===== src/rtl/mips_pkg.sv =====
// Shared fetch/decode definitions: word type, instruction size, immediate
// field position and the entry layout carried from fetch to decode.
package mips_pkg;

   typedef logic [31:0] word_t;

   localparam word_t INSTR_BYTES   = 32'd4;
   localparam word_t PC_ALIGN_MASK = 32'hFFFF_FFFC;

   // 16-bit immediate field, also used by the sign extender
   localparam int IMM_LSB = 0;
   localparam int IMM_MSB = 15;

   typedef struct packed {
      word_t pc;
      word_t instr;
   } fetch_entry_t;

endpackage


===== src/rtl/fetch_queue.sv =====
// Small synchronous FIFO with flush. Head is presented combinationally and
// reads as zero when empty so downstream fields have a defined idle value.
module fetch_queue
   import mips_pkg::*;
#(
   parameter int DEPTH = 2,
   parameter int WIDTH = 64
) (
   input  logic                         clk,
   input  logic                         rst,
   input  logic                         flush,
   input  logic                         push,
   input  logic [WIDTH-1:0]             push_data,
   input  logic                         pop,
   output logic [WIDTH-1:0]             head,
   output logic [$clog2(DEPTH+1)-1:0]   count,
   output logic                         empty
);

   localparam int AW = (DEPTH > 1) ? $clog2(DEPTH) : 1;
   localparam int CW = $clog2(DEPTH+1);
   localparam logic [CW-1:0] FULL_CNT = CW'(DEPTH);
   localparam logic [AW-1:0] LAST     = AW'(DEPTH-1);

   logic [WIDTH-1:0] mem [DEPTH];
   logic [AW-1:0]    rd_ptr, wr_ptr;
   logic             full, do_push, do_pop;

   assign empty   = (count == '0);
   assign full    = (count == FULL_CNT);
   assign do_pop  = pop && !empty;
   // a full queue may still take a push when the head leaves the same cycle
   assign do_push = push && (!full || do_pop);
   assign head    = empty ? '0 : mem[rd_ptr];

   // pointer and occupancy tracking; flush drops everything
   always_ff @(posedge clk or posedge rst) begin
      if (rst) begin
         rd_ptr <= '0;
         wr_ptr <= '0;
         count  <= '0;
      end else if (flush) begin
         rd_ptr <= '0;
         wr_ptr <= '0;
         count  <= '0;
      end else begin
         if (do_push) wr_ptr <= (wr_ptr == LAST) ? '0 : wr_ptr + AW'(1);
         if (do_pop)  rd_ptr <= (rd_ptr == LAST) ? '0 : rd_ptr + AW'(1);
         count <= count + CW'(do_push) - CW'(do_pop);
      end
   end

   // storage needs no reset; the head mux hides stale contents
   always_ff @(posedge clk) begin
      if (do_push) mem[wr_ptr] <= push_data;
   end

`ifndef SYNTHESIS
   // upstream credit accounting must never let a push land on a full queue
   assert property (@(posedge clk) disable iff (rst) !(push && full && !pop && !flush));
`endif

endmodule


===== src/rtl/if_fetch_stage.sv =====
// Instruction fetch: PC register, credit-limited request issue, PC tag
// tracking for in-order responses, instruction buffering toward decode and
// redirect handling that squashes fetches already in flight.
module if_fetch_stage
   import mips_pkg::*;
#(
   parameter word_t RESET_PC        = 32'h0000_0000,
   parameter int    MAX_OUTSTANDING = 2
) (
   input  logic        clk,
   input  logic        rst,
   output logic        imem_req_valid,
   input  logic        imem_req_ready,
   output logic [31:0] imem_addr,
   input  logic        imem_rsp_valid,
   input  logic [31:0] imem_rsp_data,
   input  logic        redirect_valid,
   input  logic [31:0] redirect_target,
   output logic        id_valid,
   input  logic        id_ready,
   output logic [31:0] id_instr,
   output logic [31:0] id_pc,
   output logic [31:0] id_pc_plus4,
   output logic [15:0] id_imm16
);

   localparam int CW = $clog2(MAX_OUTSTANDING+1);
   localparam logic [CW:0] CREDITS = (CW+1)'(MAX_OUTSTANDING);

   word_t           pc;
   logic [CW-1:0]   drop_cnt;
   logic [CW-1:0]   tag_cnt, q_cnt;
   logic [CW:0]     credit_used;
   logic            tag_empty, q_empty;
   logic [31:0]     tag_head;
   logic [63:0]     q_head_raw;
   fetch_entry_t    q_head, rsp_entry;
   logic            req_fire, rsp_take, rsp_keep, id_fire;

   // tag FIFO occupancy is exactly the number of requests still in flight
   assign credit_used    = {1'b0, tag_cnt} + {1'b0, q_cnt};
   assign imem_req_valid = !rst && !redirect_valid && (credit_used < CREDITS);
   assign imem_addr      = pc;
   assign req_fire       = imem_req_valid && imem_req_ready;

   // a response with no matching tag predates reset and is ignored
   assign rsp_take = imem_rsp_valid && !tag_empty;
   assign rsp_keep = rsp_take && (drop_cnt == '0) && !redirect_valid;

   assign rsp_entry.pc    = tag_head;
   assign rsp_entry.instr = imem_rsp_data;

   assign q_head      = fetch_entry_t'(q_head_raw);
   assign id_valid    = !q_empty;
   assign id_fire     = id_valid && id_ready;
   assign id_instr    = q_head.instr;
   assign id_pc       = q_head.pc;
   assign id_pc_plus4 = q_head.pc + INSTR_BYTES;
   assign id_imm16    = q_head.instr[IMM_MSB:IMM_LSB];

   // PC advance and stale-response bookkeeping; redirect overrides both
   always_ff @(posedge clk or posedge rst) begin
      if (rst) begin
         pc       <= RESET_PC;
         drop_cnt <= '0;
      end else if (redirect_valid) begin
         pc       <= redirect_target & PC_ALIGN_MASK;
         // everything still in flight after this cycle's response is stale
         drop_cnt <= tag_cnt - CW'(rsp_take);
      end else begin
         if (req_fire) pc <= pc + INSTR_BYTES;
         if (rsp_take && (drop_cnt != '0)) drop_cnt <= drop_cnt - CW'(1);
      end
   end

   // tags survive redirects: dropped responses still need their tag popped
   fetch_queue #(.DEPTH(MAX_OUTSTANDING), .WIDTH(32)) u_tag_fifo (
      .clk       (clk),
      .rst       (rst),
      .flush     (1'b0),
      .push      (req_fire),
      .push_data (pc),
      .pop       (rsp_take),
      .head      (tag_head),
      .count     (tag_cnt),
      .empty     (tag_empty)
   );

   fetch_queue #(.DEPTH(MAX_OUTSTANDING), .WIDTH(64)) u_instr_q (
      .clk       (clk),
      .rst       (rst),
      .flush     (redirect_valid),
      .push      (rsp_keep),
      .push_data (rsp_entry),
      .pop       (id_fire),
      .head      (q_head_raw),
      .count     (q_cnt),
      .empty     (q_empty)
   );

endmodule


===== config.mk =====
export PLATFORM = sky130hd
export DESIGN_NAME = if_fetch_stage
export DESIGN_NICKNAME = d
export VERILOG_FILES = /design/src/rtl/mips_pkg.sv /design/src/rtl/fetch_queue.sv /design/src/rtl/if_fetch_stage.sv
export SDC_FILE = /design/constraint.sdc
export NUM_CORES = 1
export LEC_CHECK = 0
export BUFFER_PORTS_ARGS = -buffer_cell sky130_fd_sc_hd__clkbuf_2
export CAP_MARGIN = 15
export CORE_MARGIN = 5
export CORE_UTILIZATION = 28
export CTS_CLUSTER_SIZE = 25
export DETAILED_ROUTE_END_ITERATION = 10
export PLACE_DENSITY = 0.56
export SLEW_MARGIN = 20
export SYNTH_ARGS = -nofsm -noshare
export SYNTH_HDL_FRONTEND = slang
export SYNTH_SLANG_ARGS = --single-unit

===== constraint.sdc =====
create_clock -name clk -period 7.9 [get_ports clk]
set_clock_uncertainty 0.15 [all_clocks]
set_input_delay 2.37 -clock clk [delete_from_list [all_inputs] [get_ports clk]]
set_output_delay 2.37 -clock clk [all_outputs]
set_load 0.01 [all_outputs]

# --- Yosys cells after proc, flatten, opt, wreduce, memory -nomap -nowiden ---
# Memories as Yosys holds them, arrays and structs flattened.
# Index checks and enable logic that the tools add are counted.
word_totals:
  regBits: 42
  ram_bits: 192
  input_bits: 70
  elab_cells: 73
  mem_count: 2
memory_table:
  columns: ["name", "depth", "width", "rd", "rd_ports_with_merged_regs", "write_ports", "line_no", "source"]
  rows:
  - ["u_instr_q.mem", 2, 64, 1, 0, 1, "fetch_queue.sv:25", "logic [WIDTH-1:0] mem [DEPTH];"]
  - ["u_tag_fifo.mem", 2, 32, 1, 0, 1, "fetch_queue.sv:25", null]
op_classes:
  addsub: 13
  magnitude_cmp: 1
  eq_ne: 2
  muxes: 19
  reduce_logical: 28
op_table:
  columns: ["operator", "n"]
  rows:
  - ["$mux W32", 3]
  - ["$add A32 B3 Y32 const B", 2]
  - ["$mux W64", 1]
  - ["$logic_and A1 B1 Y1", 12]
  - ["$mux W1", 12]
  - ["$reduce_bool A2 Y1", 5]
  - ["$logic_not A1 Y1", 6]
  - ["$logic_not A2 Y1", 3]
  - ["$mux W2", 3]
  - ["$sub A2 B1 Y2", 3]
  - ["$add A1 B1 Y1 const B", 4]
  - ["$add A2 B1 Y2", 2]
  - ["$eq A2 B2 Y1 const B", 2]
  - ["$add A2 B2 Y3", 1]
  - ["$lt A3 B2 Y1 const B", 1]
  - ["$logic_or A1 B1 Y1", 2]
  - ["$sub A2 B1 Y2 const B", 1]

# --- Longest topological paths before layout ---
depth:
  word_depth: 9
  ltp_mapped: 14
  mapped_depth_nobuf: 10

# --- Hierarchy ---
# Synthesis repeated with hierarchy kept, for this count alone.
hier_totals:
  hier_cells: 781
  hier_area_um2: 10406.2
modules_own_cells:
  columns: ["mod", "n_inst", "cells_each", "area_each_um2", "seq_area_each_um2"]
  rows:
  - ["fetch_queue (u_instr_q)", 1, 295, 5071.1, 3943.8]
  - ["if_fetch_stage", 1, 326, 2686.3, 800.8]
  - ["fetch_queue (u_tag_fifo)", 1, 160, 2648.8, 2021.9]

# --- Worst setup path before layout ---
# No wires, ideal clock.
synth_path:
  kind: "input port to flip-flop"
  start: "input port imem_rsp_valid"
  end: "memory u_instr_q.mem[0][0] (enable)"
  setup_time_ns: 0.493
  arrival_time_ns: 5.900
  required_ns: 7.257
  setup_slack_ns: 1.358
  path_stages: 3
  n_path_buf: 0
  cell_sequence: "o21ai_0 nor4b_1 nor2b_1"
synth_between:
  elab_chain_cells: 6
synth_rtl:
  columns: ["element", "line_no", "source"]
  rows:
  - ["start: declaration", "if_fetch_stage.sv:15", "input logic imem_rsp_valid,"]
  - ["$logic_and A1 B1 Y1", "if_fetch_stage.sv:47", "assign rsp_take = imem_rsp_valid && !tag_empty;"]
  - ["$logic_and A1 B1 Y1 (2 in series)", "if_fetch_stage.sv:48", "assign rsp_keep = rsp_take && (drop_cnt == '0) && !redirect_valid;"]
  - ["$logic_and A1 B1 Y1", "fetch_queue.sv:33", "assign do_push = push && (!full || do_pop);"]
  - ["$mux W1", "fetch_queue.sv:55", "if (do_push) mem[wr_ptr] <= push_data;"]
  - ["$mux W1 (implied by the code)", "fetch_queue.sv:55", null]
  - ["end: declaration", "fetch_queue.sv:25", null]
# No other way between the ends.

# --- Worst setup path in the final report ---
layout_path:
  start: "register u_instr_q.rd_ptr"
  end: "output port id_pc_plus4[30]"
layout_between:
  elab_chain_cells: 3
layout_rtl:
  columns: ["element", "line_no", "source"]
  rows:
  - ["start: declaration", "fetch_queue.sv:26", "logic [AW-1:0] rd_ptr, wr_ptr;"]
  - ["start signal: assignment", "fetch_queue.sv:48", "if (do_pop) rd_ptr <= (rd_ptr == LAST) ? '0 : rd_ptr + AW'(1);"]
  - ["$mem_v2 Z2 W64", null, null]
  - ["$mux W64", "fetch_queue.sv:34", "assign head = empty ? '0 : mem[rd_ptr];"]
  - ["$add A32 B3 Y32", "if_fetch_stage.sv:58", "assign id_pc_plus4 = q_head.pc + INSTR_BYTES;"]
  - ["end: declaration", "if_fetch_stage.sv:23", "output logic [31:0] id_pc_plus4,"]
# No other way between the ends.

==> Flow_metrics.wiki <==
{| class="wikitable"
! Metric !! Value
|-
| Antenna violations before repair || 1
|-
| Cell type of the slowest stage on the worst timing path || sky130_fd_sc_hd__dfrtp_4
|-
| Overall power after layout || 4.04 mW
|-
| Hold buffers post-CTS || 0
|-
| Min cycle time layout || 6.20 ns
|-
| Total routed wirelength || 25700 um
|-
| Slew HR || 0.312
|-
| Area fraction of the dominant cell type after synthesis || 0.537
|-
| Count of input and output buffers || 211
|-
| Worst stage delay on the critical path || 0.94 ns
|-
| Leakage Power || 4.96 nW
|-
| Post-synthesis adder-cell area fraction || 0.0116
|-
| Top cells by area, synth || sky130_fd_sc_hd__edfxtp_1 54%, sky130_fd_sc_hd__dfrtp_1 9.6%, sky130_fd_sc_hd__mux2i_1 9.1%
|-
| DR vias/cell || between 4 and 5
|-
| Die X || 203 um
|-
| Number of levels the H-tree was split into || 1
|-
| WL/cell || ~17 um
|-
| Clock Path Buffers || 3
|-
| Total global routing track utilization || 0.121
|-
| Area of the mapped netlist || 0.0104 mm^2
|-
| Cell Chain, Critical Path || mux2_2 > nand2_1 > inv_1 > ha_1 > inv_1 > a221oi_2 > nand4_2 > nor4_2 > xor2_1 > clkbuf_2
|-
| Proportion of synthesized chip area in sequential cells || 0.634
|-
| Max-slew violation total from the final report || 0
|-
| Xor and xnor area share after synthesis || 0.0320
|-
| Worst-margin pin slew || 1.03 ns
|-
| Kind of end point of the critical path || output pin
|-
| Max IR drop VDD || 0.137 mV
|-
| TritonCTS clock tree || done
|-
| Count of endpoints failing hold in the final timing report || 0
|-
| Synthesized-area fraction occupied by ao, oa, aoi and oai cells || 0.0514
|-
| Total buffers and inverters traversed by the critical path || 3
|-
| First-pass GRT wire length || 39900 um
|-
| Number of ports placed on the die boundary || 216
|-
| Post-route DRC violation count || 0
|-
| Clock Root Buffer || sky130_fd_sc_hd__clkbuf_16
|-
| Effective utilization at floorplan || 0.284
|-
| Placer congestion estimate || about 0.78
|-
| Clock slew at reported path FFs || 0.06 ns
|-
| Setup slack at placement || 2.17 ns
|-
| Number of max-capacitance violations reported || 0
|-
| Flops & latches, synth || 226
|-
| Crit start category || flop
|-
| Area of the placeable core || 0.0366 mm^2
|-
| Count of synthesis-stage warnings from yosys || 0
|-
| Largest net degree at the start of global routing || 63
|-
| Proportion of synthesized area in mux cells || 0.0916
|-
| Layout overhead on the synthesized area || 22.0%
|-
| Critical path class || flop to output pin
|-
| Mapped Avg Cell Area || 13.0 um^2
|-
| Count of cells resized by post-cts repair || 0
|-
| Final antenna diode count || 0
|-
| Arrival time reported for the critical path endpoint || 3.68 ns
|-
| Number of cell rows || 70
|-
| Leading area contributor after synthesis || sky130_fd_sc_hd__edfxtp_1
|-
| Number of synthesized flops with an enable pin || 186
|-
| Cell count after synthesis || 798
|-
| Setup slack, reg-to-reg || approximately 4.3 ns
|-
| FFs w/ async S/R, synth || 0.177
|-
| Number of CTS-inserted buffers || 27
|-
| Post CTS Setup Buffer Count || 0
|-
| Number of nets in the layout || 1071
|-
| Run status || completed
|-
| Power density over the cells || 318 mW/mm^2
|-
| Setup slack of the critical path after layout || 1.70 ns
|-
| Starting DRC count in detailed routing || 294
|-
| Cell mode on critical path || sky130_fd_sc_hd__inv_1
|-
| Main combinational cell family by area after synthesis || simple AND/OR/NAND/NOR gates
|-
| Maximum clock frequency || 161 MHz
|-
| Total global routing overflow || 0
|-
| Predominant post-synthesis flop cell || sky130_fd_sc_hd__edfxtp_1
|-
| Initial DRT Pass Iterations || 5
|-
| Total number of vias || 6860
|-
| Required time of the worst setup path || 5.38 ns
|-
| Final clock period utilization by the worst path || 0.784
|-
| Class of the most critical hold timing path || flop to flop
|-
| Area of the die || between 0.04 and 0.05 mm^2
|-
| Leading cell type in the layout, fill and taps excluded || sky130_fd_sc_hd__clkbuf_2
|-
| Number of global-route vias before repair || between 6000 and 7000
|-
| Antenna Violating Nets Remaining || 0
|-
| Insertion delay to the later sink of the worst-skew pair || 0.53 ns
|-
| Distinct cell type count after synthesis || 60
|-
| Leading cell types in the layout, fill and taps excluded || 211 x sky130_fd_sc_hd__clkbuf_2, 186 x sky130_fd_sc_hd__edfxtp_1, 118 x sky130_fd_sc_hd__nor2_1
|-
| Clk sink count || between 200 and 250
|-
| Family with the most delay on the worst path || flip-flops
|-
| Layout Utilization || 0.346
|-
| Layout cells sized above 1 || 0.289
|-
| Overall die height || 203 um
|-
| RSZ-0062 raised after global routing || no
|-
| Sum of negative setup slack || 0 ns
|-
| Worst Path Max Fanout || 49
|-
| Detailed Place HPWL || 18300 um
|-
| Number of setup violations in the final report || 0
|-
| Post-synthesis share of cell area spent on and, or, nand and nor gates || 0.138
|}
[flip-flops by register name (all words and copies together) (netlist names)]
signal,count
u_instr_q.mem,126
u_tag_fifo.mem,60
imem_addr,30
drop_cnt,2
u_instr_q.count,2
u_tag_fifo.count,2
u_instr_q.rd_ptr,1
u_instr_q.wr_ptr,1
u_tag_fifo.rd_ptr,1
u_tag_fifo.wr_ptr,1
[path summary, 6_finish.rpt]
kind | startpoint | endpoint | cells after the start
min | u_tag_fifo.wr_ptr | u_tag_fifo.wr_ptr | 1
max in group asynchronous | rst | u_instr_q.rd_ptr | 3
max | u_instr_q.rd_ptr | id_pc_plus4[30] | 10
min in group asynchronous | rst | imem_addr[4] | 3
max reg2reg | u_instr_q.count[0] | u_tag_fifo.mem[1][31] | 7
min reg2reg | u_tag_fifo.wr_ptr | u_tag_fifo.wr_ptr | 1
[logic make-up (layout without fill, tap and decap cells)]
kind of cell | after synthesis | count (layout)
multiplexers | 95 | 95
AO/OA/AOI/OAI | 72 | 72
buffers and inverters | 79 | 290
flip-flops | 226 | 226
AND/OR/NAND/NOR | 278 | 278
other | 1 | 4
XOR/XNOR | 38 | 38
adder cells (fa/ha/maj) | 9 | 9
[stage by stage]
step	instances	area (um^2)	hold WS, ns
2_1_floorplan	801	10400	0.305
3_3_place_gp	1431	11800	0.336
3_5_place_dp	1431	11800	0.342
4_1_cts	1480	12700	0.355
5_1_grt	1480	12700	0.388
6_report	1480	12700	0.349
[Yosys cell counts, drive strengths merged, types with 3 or more instances]
library cell    n
or4             5
and2            7
nand3          29
nor2b           9
a211oi          3
o21ai          22
a21oi           7
a32oi           3
and4            3
nor3b           5
nand3b          5
dfrtp          40
o311ai          7
edfxtp        186
nand2          48
nor4            9
xor2           21
xnor2          17
a31oi           3
o211ai          8
mux2i          94
ha              8
a22oi           6
nor3           13
nor2          120
or3             5
buf            43
nand4          12
inv            20
and3            4
clkbuf         16
[area by class of cell]
cell class / instances / area, um^2
inverter: 20 / 75.1
timing repair buffer: 221 / 1130
tap: 468 / 586
multi-input combinational: 496 / 3410
fill: 3663 / 23900
sequential: 226 / 6590
clock buffer: 30 / 687
clock inverter: 19 / 200
[per-layer routing]
metal | vias up | track usage | share of wire
li1 | 3292 | - | -
met1 | 3290 | 0.179 | 0.48
met2 | 246 | 0.184 | 0.43
met3 | 30 | 0.0289 | 0.069
met4 | 2 | 0.0221 | 0.016
met5 | - | 0 | 0.00051
[power by group]
part           leakage [nW]  total (mW)  switching, mW  internal, mW
logic                  2.35        1.20          0.739         0.459
clock network         0.438        1.23          0.475         0.755
registers              2.17        1.61          0.152          1.46
Note: power is estimated with default switching activity, not from simulation.
